$ cat src/rtl/serial_link_port_pkg.sv
// Shared definitions for the serial link port:
// request mode bit positions, start marker and FSM encodings.
package serial_link_port_pkg;

  localparam int MODE_FETCH = 0;
  localparam int MODE_JUMP  = 1;

  localparam logic START_MARKER = 1'b1;

  typedef enum logic [1:0] {
    TX_IDLE  = 2'd0,
    TX_START = 2'd1,
    TX_DATA  = 2'd2
  } tx_state_e;

  typedef enum logic {
    RX_IDLE = 1'b0,
    RX_DATA = 1'b1
  } rx_state_e;

endpackage

$ cat src/rtl/serial_shifter.sv
// Word shift register with chunk counter, used LSB-first
// for both serialising requests and assembling responses.
module serial_shifter #(
  parameter int IO_BITS   = 2,
  parameter int WORD_BITS = 16
) (
  input  logic                 clk,
  input  logic                 reset,
  input  logic                 load,
  input  logic [WORD_BITS-1:0] load_data,
  input  logic                 shift,
  input  logic [IO_BITS-1:0]   shift_in,
  output logic [IO_BITS-1:0]   chunk,
  output logic [WORD_BITS-1:0] word_next,
  output logic                 done
);

  localparam int NCYC = WORD_BITS / IO_BITS;
  localparam int CW   = (NCYC > 1) ? $clog2(NCYC) : 1;

  logic [WORD_BITS-1:0] word;
  logic [CW-1:0]        count;

  if (NCYC > 1) begin : g_multi
    assign word_next = {shift_in, word[WORD_BITS-1:IO_BITS]};
  end else begin : g_single
    assign word_next = shift_in;
  end

  assign chunk = word[IO_BITS-1:0];
  // done marks the shift that moves the final chunk
  assign done  = (count == CW'(NCYC - 1));

  always_ff @(posedge clk) begin
    if (reset) begin
      word  <= '0;
      count <= '0;
    end else if (load) begin
      word  <= load_data;
      count <= '0;
    end else if (shift) begin
      word  <= word_next;
      count <= done ? '0 : count + CW'(1);
    end
  end

endmodule

$ cat src/rtl/serial_link_port.sv
// Framed serial request/response port with outstanding
// fetch tracking; all pin-facing outputs are registered.
module serial_link_port
  import serial_link_port_pkg::*;
#(
  parameter int IO_BITS     = 2,
  parameter int WORD_BITS   = 16,
  parameter int MAX_PENDING = 3
) (
  input  logic                 clk,
  input  logic                 reset,
  input  logic                 tx_valid,
  output logic                 tx_ready,
  input  logic [WORD_BITS-1:0] tx_data,
  input  logic [1:0]           tx_mode,
  output logic                 rx_valid,
  output logic [WORD_BITS-1:0] rx_data,
  output logic                 rx_err,
  output logic [3:0]           pending,
  output logic [IO_BITS-1:0]   tx_pins,
  output logic                 tx_fetch,
  output logic                 tx_jump,
  input  logic [IO_BITS-1:0]   rx_pins
);

  localparam logic [3:0] MAXP = 4'(MAX_PENDING);

  tx_state_e tx_state, tx_next;
  rx_state_e rx_state, rx_next;

  logic                 xfer, fetch_inc, rsp_dec;
  logic                 tx_load, tx_shift, tx_done, tx_last;
  logic [IO_BITS-1:0]   tx_chunk;
  logic [WORD_BITS-1:0] tx_word_next;
  logic [IO_BITS-1:0]   rx_q, rx_chunk;
  logic                 rx_start, rx_shift, rx_done, rx_complete;
  logic [WORD_BITS-1:0] rx_word_next;

  assign tx_ready = !reset && (tx_state == TX_IDLE) &&
                    ((pending < MAXP) || !tx_mode[MODE_FETCH]);
  assign xfer      = tx_valid && tx_ready;
  assign fetch_inc = xfer && tx_mode[MODE_FETCH];

  always_comb begin
    tx_next  = tx_state;
    tx_load  = 1'b0;
    tx_shift = 1'b0;
    unique case (tx_state)
      TX_IDLE: begin
        if (xfer) begin
          tx_next = TX_START;
          tx_load = 1'b1;
        end
      end
      TX_START: begin
        tx_next  = TX_DATA;
        tx_shift = 1'b1;
      end
      TX_DATA: begin
        if (tx_last) tx_next = TX_IDLE;
        else tx_shift = 1'b1;
      end
      default: tx_next = TX_IDLE;
    endcase
  end

  serial_shifter #(.IO_BITS(IO_BITS), .WORD_BITS(WORD_BITS)) u_tx_shift (
    .clk      (clk),
    .reset    (reset),
    .load     (tx_load),
    .load_data(tx_data),
    .shift    (tx_shift),
    .shift_in ('0),
    .chunk    (tx_chunk),
    .word_next(tx_word_next),
    .done     (tx_done)
  );

  always_ff @(posedge clk) begin
    if (reset) begin
      tx_state <= TX_IDLE;
      tx_pins  <= '0;
      tx_fetch <= 1'b0;
      tx_jump  <= 1'b0;
      tx_last  <= 1'b0;
    end else begin
      tx_state <= tx_next;
      // tx_last flags the cycle the final chunk is on the pins
      tx_last  <= tx_shift && tx_done;
      if (tx_load) begin
        tx_pins  <= IO_BITS'(START_MARKER);
        tx_fetch <= tx_mode[MODE_FETCH];
        tx_jump  <= tx_mode[MODE_JUMP];
      end else if (tx_shift) begin
        tx_pins <= tx_chunk;
      end else if (tx_next == TX_IDLE) begin
        tx_pins  <= '0;
        tx_fetch <= 1'b0;
        tx_jump  <= 1'b0;
      end
    end
  end

  assign rx_start    = (rx_state == RX_IDLE) && (rx_q[0] == START_MARKER);
  assign rx_shift    = (rx_state == RX_DATA);
  assign rx_complete = rx_shift && rx_done;
  assign rsp_dec     = rx_complete && (pending != 4'd0);

  always_comb begin
    rx_next = rx_state;
    unique case (rx_state)
      RX_IDLE: if (rx_q[0] == START_MARKER) rx_next = RX_DATA;
      RX_DATA: if (rx_done) rx_next = RX_IDLE;
    endcase
  end

  serial_shifter #(.IO_BITS(IO_BITS), .WORD_BITS(WORD_BITS)) u_rx_shift (
    .clk      (clk),
    .reset    (reset),
    .load     (rx_start),
    .load_data('0),
    .shift    (rx_shift),
    .shift_in (rx_q),
    .chunk    (rx_chunk),
    .word_next(rx_word_next),
    .done     (rx_done)
  );

  always_ff @(posedge clk) begin
    if (reset) begin
      rx_state <= RX_IDLE;
      rx_q     <= '0;
      rx_valid <= 1'b0;
      rx_err   <= 1'b0;
      rx_data  <= '0;
      pending  <= '0;
    end else begin
      rx_state <= rx_next;
      rx_q     <= rx_pins;
      rx_valid <= rsp_dec;
      rx_err   <= rx_complete && (pending == 4'd0);
      if (rsp_dec) rx_data <= rx_word_next;
      unique case ({fetch_inc, rsp_dec})
        2'b10:   pending <= pending + 4'd1;
        2'b01:   pending <= pending - 4'd1;
        default: pending <= pending;
      endcase
    end
  end

endmodule

$ cat config.mk
export PLATFORM = sky130hd
export DESIGN_NAME = serial_link_port
export DESIGN_NICKNAME = d
export VERILOG_FILES = /design/src/rtl/serial_link_port_pkg.sv /design/src/rtl/serial_shifter.sv /design/src/rtl/serial_link_port.sv
export SDC_FILE = /design/constraint.sdc
export NUM_CORES = 1
export LEC_CHECK = 0
export BUFFER_PORTS_ARGS = -buffer_cell sky130_fd_sc_hd__buf_2
export CAP_MARGIN = 20
export CORE_ASPECT_RATIO = 0.8
export CORE_MARGIN = 4
export CORE_UTILIZATION = 31
export CTS_BUF_LIST = sky130_fd_sc_hd__clkbuf_16
export CTS_CLUSTER_DIAMETER = 60
export CTS_CLUSTER_SIZE = 12
export DETAILED_ROUTE_END_ITERATION = 8
export SYNTH_ARGS = -nofsm -noshare
export SYNTH_HDL_FRONTEND = slang
export SYNTH_SLANG_ARGS = --single-unit
$ cat constraint.sdc
create_clock -name clk -period 2.8 [get_ports clk]
set_input_delay 0.56 -clock clk [delete_from_list [all_inputs] [get_ports clk]]
set_output_delay 0.56 -clock clk [all_outputs]
set_load 0.02 [all_outputs]
==> flow_metrics.tcl, run 1 <==
set metrics [dict create \
    status "finished, final reports clean" \
    synth_top_area_share_pct 48.14 \
    setup_violations 0 \
    start_util_pct 32.61 \
    wl_mm 6.169 \
    die_h_um 93.43 \
    drv_cap 0 \
    wl_per_cell_um 12.75 \
    die_area_sq_um 10720 \
    syn_inst 317 \
    num_antenna_cells 0 \
    min_path_type "input port to flip-flop" \
    async_flop_share_pct 0 \
    yosysMostFrequentCell "dfxtp_1" \
    start_kind "flip-flop" \
    cts_tree "done" \
    worstPathArrival_ps 2780 \
    gp_congestion 0.7293 \
    tns_ps 0 \
    cts_max_path_buffers 2 \
    clock_skew_ps 5.164 \
    synth-edff-count 0 \
    worst_slew_pin_slew_ps 743.4 \
    slew-limit-headroom_pct 50.44 \
    crit_family "simple AND/OR/NAND/NOR gates" \
    period_needed_ps 2568 \
    gr-usage-all-layers_pct 12.01 \
    yosysWarnings 0 \
    end_kind "flip-flop" \
    cts-resized-gates 0 \
    via_per_inst 4.746 \
    antenna_found_initial 0 \
    power_density_nw_per_um2 658.0 \
    hpwl_mm 4.186 \
    ys.flop_type "dfxtp_1" \
    post_cts_buffers 0 \
    syn_area_per_cell_sq_um 8.920 \
    ir_drop_mv 0.2625 \
    grt_setup_unrepaired "false" \
    path_class "flip-flop to flip-flop" \
    synth_area_leader_cell "dfxtp_1" \
    clock_latency_ps 320 \
    grt_max_degree 36 \
    num_rows 30 \
    critPathMaxStageDelay_ps 560 \
    clkTransAtPathRegs_ps 50 \
    ios 50 \
    cp_cell_sequence "or4_4 -> nand3_4 -> inv_4 -> ha_1 -> or3_1 -> o32ai_1 -> mux2_2" \
    hold_violations 0 \
    portBuffers 49 \
    postCtsHoldBufs 0 \
    ys_top_cells_by_area "dfxtp_1 48%, a21oi_1 8.5%, nand2_1 7.8%" \
    area_growth_pct 22.30 \
    ant_nets 0 \
    h-tree-depth 3 \
    required_ps 3010 \
    core_sq_um 8671 \
    path_buf_inv 1 \
    fin_crit_sh_pct 91.72 \
    fmax_ghz 0.3894 \
    grt-ovfl-total 0 \
    drive_above_1_share_pct 23.12 \
    yosysSeqAreaShare_pct 48.14 \
    nets 401 \
    post-route-util_pct 39.88 \
    cts_buffers 9 \
    ys_types 39 \
    drtIter0Drc 150 \
    leakagePower_nw 1.395 \
    syn_nets 351 \
    slew_viol_final 0 \
    syn-cell-area_sq_um 2828 \
    synthTopCellsByCount "68 x dfxtp_1, 59 x nand2_1, 48 x a21oi_1" \
    grt_pass1_wl_mm 10.24 \
    root_buffer "clkbuf_16" \
    firstDrtPassIters 4 \
    fillCellCount 867 \
    drc 0 \
    cp_slowest_cell "or4_4" \
    synth_seq_cells 68 \
    vias 2297 \
    worstPathMaxFanout 18 \
    fp.dieW_um 114.8 \
    clock-sinks 68 \
    grt_pass1_vias 2136 \
]
==> logic make-up after synthesis <==
| family | synth area share (%) |
|---|---|
| AO/OA/AOI/OAI | 19.69 |
| XOR/XNOR | 0.9294 |
| adder cells (fa/ha/maj) | 4.867 |
| buffers and inverters | 4.514 |
| flip-flops | 48.14 |
| multiplexers | 6.062 |
| AND/OR/NAND/NOR | 15.80 |
==> where the power goes <==
| part | internal [W] | leakage [nW] | switching [W] |
|---|---|---|---|
| clock | 0.000675 | 0.141 | 0.000388 |
| combinational | 0.0000746 | 0.702 | 0.000114 |
| sequential | 0.00100 | 0.552 | 0.0000214 |
==> worst reg2reg max path, stage by stage (launching register included) <==
cell	delay (ps)
dfxtp_1	370
or4_4	560
nand3_4	120
inv_4	90
ha_1	400
or3_1	400
o32ai_1	140
mux2_2	370
==> flip-flops by register name (all words and copies together) (netlist names), 2 cells and up <==
signal,cells
rx_data,16
u_tx_shift.word,16
u_rx_shift.word,14
pending,4
u_rx_shift.count,3
u_tx_shift.count,3
rx_q,2
tx_pins,2
tx_state,2
==> layout by cell type (no fill, tap or decap), types with 9 or more instances in the layout <==
cell | synthesis | routed
nor2_1 | 22 | 22
nand2_1 | 59 | 59
o21ai_0 | 17 | 16
a21oi_1 | 48 | 48
inv_1 | 8 | 9
dfxtp_1 | 68 | 68
clkbuf_16 | 0 | 9
buf_2 | 7 | 49
mux2i_1 | 16 | 16
a21oi_2 | 9 | 9
ha_1 | 11 | 11
==> per-stage QoR <==
| stage | worst slack [ps] | instances | hold slack (ps) | total power [W] | cell area, sq um |
|---|---|---|---|---|---|
| after floorplan | 103.5 | 317 | 430.3 | 0.001178 | 2828 |
| after global placement | 305.0 | 468 | 436.3 | 0.001229 | 3174 |
| after detailed placement | 241.6 | 468 | 442.9 | 0.001233 | 3174 |
| after CTS | 225.3 | 484 | 429.0 | 0.002308 | 3458 |
| after global routing | 78.06 | 484 | 430.2 | 0.002380 | 3458 |
| final | 231.9 | 484 | 442.0 | 0.002276 | 3458 |
==> layer usage <==
layer / part of all wire [%] / vias up / global-route usage [%]
li1: - / 1191 / -
met1: 51 / 1060 / 16.25
met2: 43 / 40 / 17.05
met3: 5.6 / 6 / 4.722
met4: 1.2 / 0 / 4.692
met5: 0 / - / 0
==> final timing paths <==
path / endpoint / cells after the start / slack, ps / startpoint
setup / recovery: pending[3] / 7 / 230 / pending[0]
hold / removal: tx_jump / 3 / 440 / tx_mode[1]
setup reg to reg: pending[3] / 7 / 230 / pending[0]
hold reg to reg: u_tx_shift.word[13] / 2 / 450 / u_tx_shift.word[13]
==> final cells by class <==
type	instances	area, sq um	share of cell area (%)
flip-flops and latches	68	1361	39.36
multi-input cells	223	1339	38.71
repair buffers	56	297.8	8.611
clock buffers	9	225.2	6.512
well taps	112	140.1	4.052
clock inverters	7	58.81	1.700
inverters	9	36.28	1.049
Power figures use the tool's default switching activity.
==> run 2, diff against run 1 <==
- ABC_AREA: unset -> 1
- SETUP_SLACK_MARGIN: unset -> 0.4
==> run 2 against run 1 <==
Sequential power is essentially flat. Global-route usage grew 0.55 points. Die area grew 1.1%.
==> flow_metrics.tcl, run 2 <==
set metrics [dict create \
    period_needed_ps 2225 \
    ys_types 32 \
    leakagePower_nw 1.621 \
    start_kind "flip-flop" \
    worst_slew_pin_slew_ps 592.3 \
    tns_ps 0 \
    ir_drop_mv 0.3015 \
    drtIter0Drc 134 \
    worstPathArrival_ps 2440 \
    die_h_um 93.94 \
    worstPathMaxFanout 18 \
    grt_pass1_vias 2377 \
    required_ps 3020 \
    async_flop_share_pct 0 \
    min_path_type "input port to flip-flop" \
    wl_mm 6.551 \
    clock_latency_ps 320 \
    fp.dieW_um 115.4 \
    syn_nets 409 \
    synth_fa_ha_area_share_pct 4.810 \
    gr-usage-met3_pct 4.185 \
    ys.flop_type "dfxtp_1" \
    ant_nets 0 \
    power_density_nw_per_um2 700.9 \
    clkTransAtPathRegs_ps 60 \
    syn-cell-area_sq_um 2861 \
    status "finished, final reports clean" \
    nets 461 \
    drv_cap 0 \
    start_util_pct 31.66 \
    synth_compound_area_share_pct 15.48 \
    crit_top_cell "inv_1" \
    synthSimpleGateAreaFrac_pct 22.17 \
    cts_tree "done" \
    synth_top_family_by_area "simple AND/OR/NAND/NOR gates" \
    fin_hold_ws_ps 454.7 \
    postCtsHoldBufs 0 \
    num_antenna_cells 0 \
    drive_above_1_share_pct 21.76 \
    num_rows 31 \
    wl_per_cell_um 11.98 \
    place_ws_ps 347.0 \
    yosysSeqAreaShare_pct 47.57 \
    slew-limit-headroom_pct 60.41 \
    root_buffer "clkbuf_16" \
    gr-usage-all-layers_pct 12.56 \
    grt-ovfl-total 0 \
    syn_area_per_cell_sq_um 7.631 \
    fmax_ghz 0.4495 \
    hold_violations 0 \
    busiest_layer "met2" \
    vias 2486 \
    setup_violations 0 \
    ys_top_cells_by_area "dfxtp_1 48%, nand2_1 11%, nor2_1 6.4%" \
    clock-sinks 68 \
    path_class "flip-flop to flip-flop" \
    end_kind "flip-flop" \
    slew_viol_final 0 \
    layout_common_cells "81 x nand2_1, 66 x dfxtp_1, 49 x buf_2" \
    yosysMostFrequentCell "nand2_1" \
    drc 0 \
    syn_inst 375 \
    setup_ws_ps 575.5 \
    gp_congestion 0.7924 \
    synth-edff-count 0 \
    via_per_inst 4.545 \
    ios 50 \
    fin_crit_sh_pct 79.45 \
    critPathMaxStageDelay_ps 360 \
    clock_skew_ps 5.629 \
    cts_max_path_buffers 2 \
    grt_setup_unrepaired "false" \
    synth_xor_area_share_pct 0.3061 \
    synthTopCellsByCount "82 x nand2_1, 68 x dfxtp_1, 49 x nor2_1" \
    reg.largest.list "rx_data (16), u_tx_shift.word (16), u_rx_shift.word (14)" \
    area_growth_pct 25.27 \
    cp_cell_sequence "inv_1 -> ha_2 -> inv_1 -> nor2_4 -> nand3_4 -> clkinv_8 -> nand2_2 -> ha_2 -> nand2_1 -> inv_1 -> nor2_2 -> ha_2 -> a21oi_2 -> nor2_1 -> o221ai_1 -> inv_1" \
    cp_slowest_cell "dfxtp_2" \
    synth_area_leader_cell "dfxtp_1" \
    core_sq_um 9037 \
    portBuffers 49 \
    synth_seq_cells 68 \
    firstDrtPassIters 4 \
    met2_usage_pct 19.03 \
    yosysWarnings 0 \
    cts_buffers 9 \
    die_area_sq_um 10840 \
    synth_top_area_share_pct 47.57 \
    grt_pass1_wl_mm 10.88 \
    synthMuxAreaShare_pct 0 \
    layout_commonest_cell "nand2_1" \
    met1_usage_pct 16.75 \
    antenna_found_initial 1 \
    hpwl_mm 4.599 \
    grt_max_degree 23 \
    h-tree-depth 3 \
]
-- run 2: changes by cell type after synthesis, sizes merged, moves of 3 or more --
cell,change
inv,+41
a21oi,-24
nand2,+27
nor2,+30
a211oi,-3
mux2i,-16
buf,-4
nand3,+9
o221ai,+5
or3,-3
nor2b,-8
o21ai,+19
-- run 2: kinds of logic (layout without fill, tap and decap cells) --
logic type,Yosys count,after routing
flops,68,68
xor+xnor,1,1
buf+inv,64,121
compound gates,79,79
fa+ha+maj,11,11
simple gates,152,152
-- run 2: final cells by class --
type                    count  area [sq um]
clock buffers               9         225.2
multi-input cells         243          1247
fillers                   932          5453
clock inverters             7         113.9
repair buffers             55         290.3
flip-flops and latches     68          1364
well taps                 115         143.9
inverters                  50         200.2
-- run 2: repair_timing --
item	in CTS	in global routing
buffers inserted	0	0
resized for setup	1	12
pin swaps	0	1
hold endpoints to repair	0	0
endpoints found under the setup margin	1	3
-- run 2: worst paths after layout --
kind | startpoint | end | slack (ps) | depth (start not counted)
hold / removal | rx_pins[0] | rx_q[0] | 450 | 3
hold reg to reg | u_rx_shift.word[3] | u_rx_shift.word[3] | 460 | 2
setup / recovery | tx_state[1] | pending[2] | 580 | 16
setup reg to reg | tx_state[1] | pending[2] | 580 | 16
-- run 2: worst max-delay path: cells and delay by family, from the launching register on --
kind / cells / cell delay [ps]
flops: 1 / 360
simple gates: 6 / 440
compound gates: 2 / 300
fa+ha+maj: 3 / 560
buf+inv: 5 / 430
-- run 2: routing by layer --
layer	vias to the layer above	share of wire (%)
li1	1293	-
met1	1139	50
met2	44	44
met3	8	4.9
met4	2	1.2
met5	-	0.18
-- run 2: through the flow --
| stage | cells | power [W] | cell area (sq um) | util [%] |
|---|---|---|---|---|
| finish | 547 | 0.002512 | 3585 | 39.67 |
| global route | 547 | 0.002621 | 3585 | 39.67 |
| CTS | 547 | 0.002542 | 3551 | 39.29 |
| detailed placement | 531 | 0.001256 | 3209 | 35.51 |
| global placement | 531 | 0.001251 | 3209 | 35.51 |
| floorplan | 375 | 0.001196 | 2861 | - |
-- run 2: where the power goes --
part           total, W  switching (W)  internal, W
sequential      0.00102      0.0000184     0.000998
clock           0.00127       0.000404     0.000866
combinational  0.000226       0.000150    0.0000765
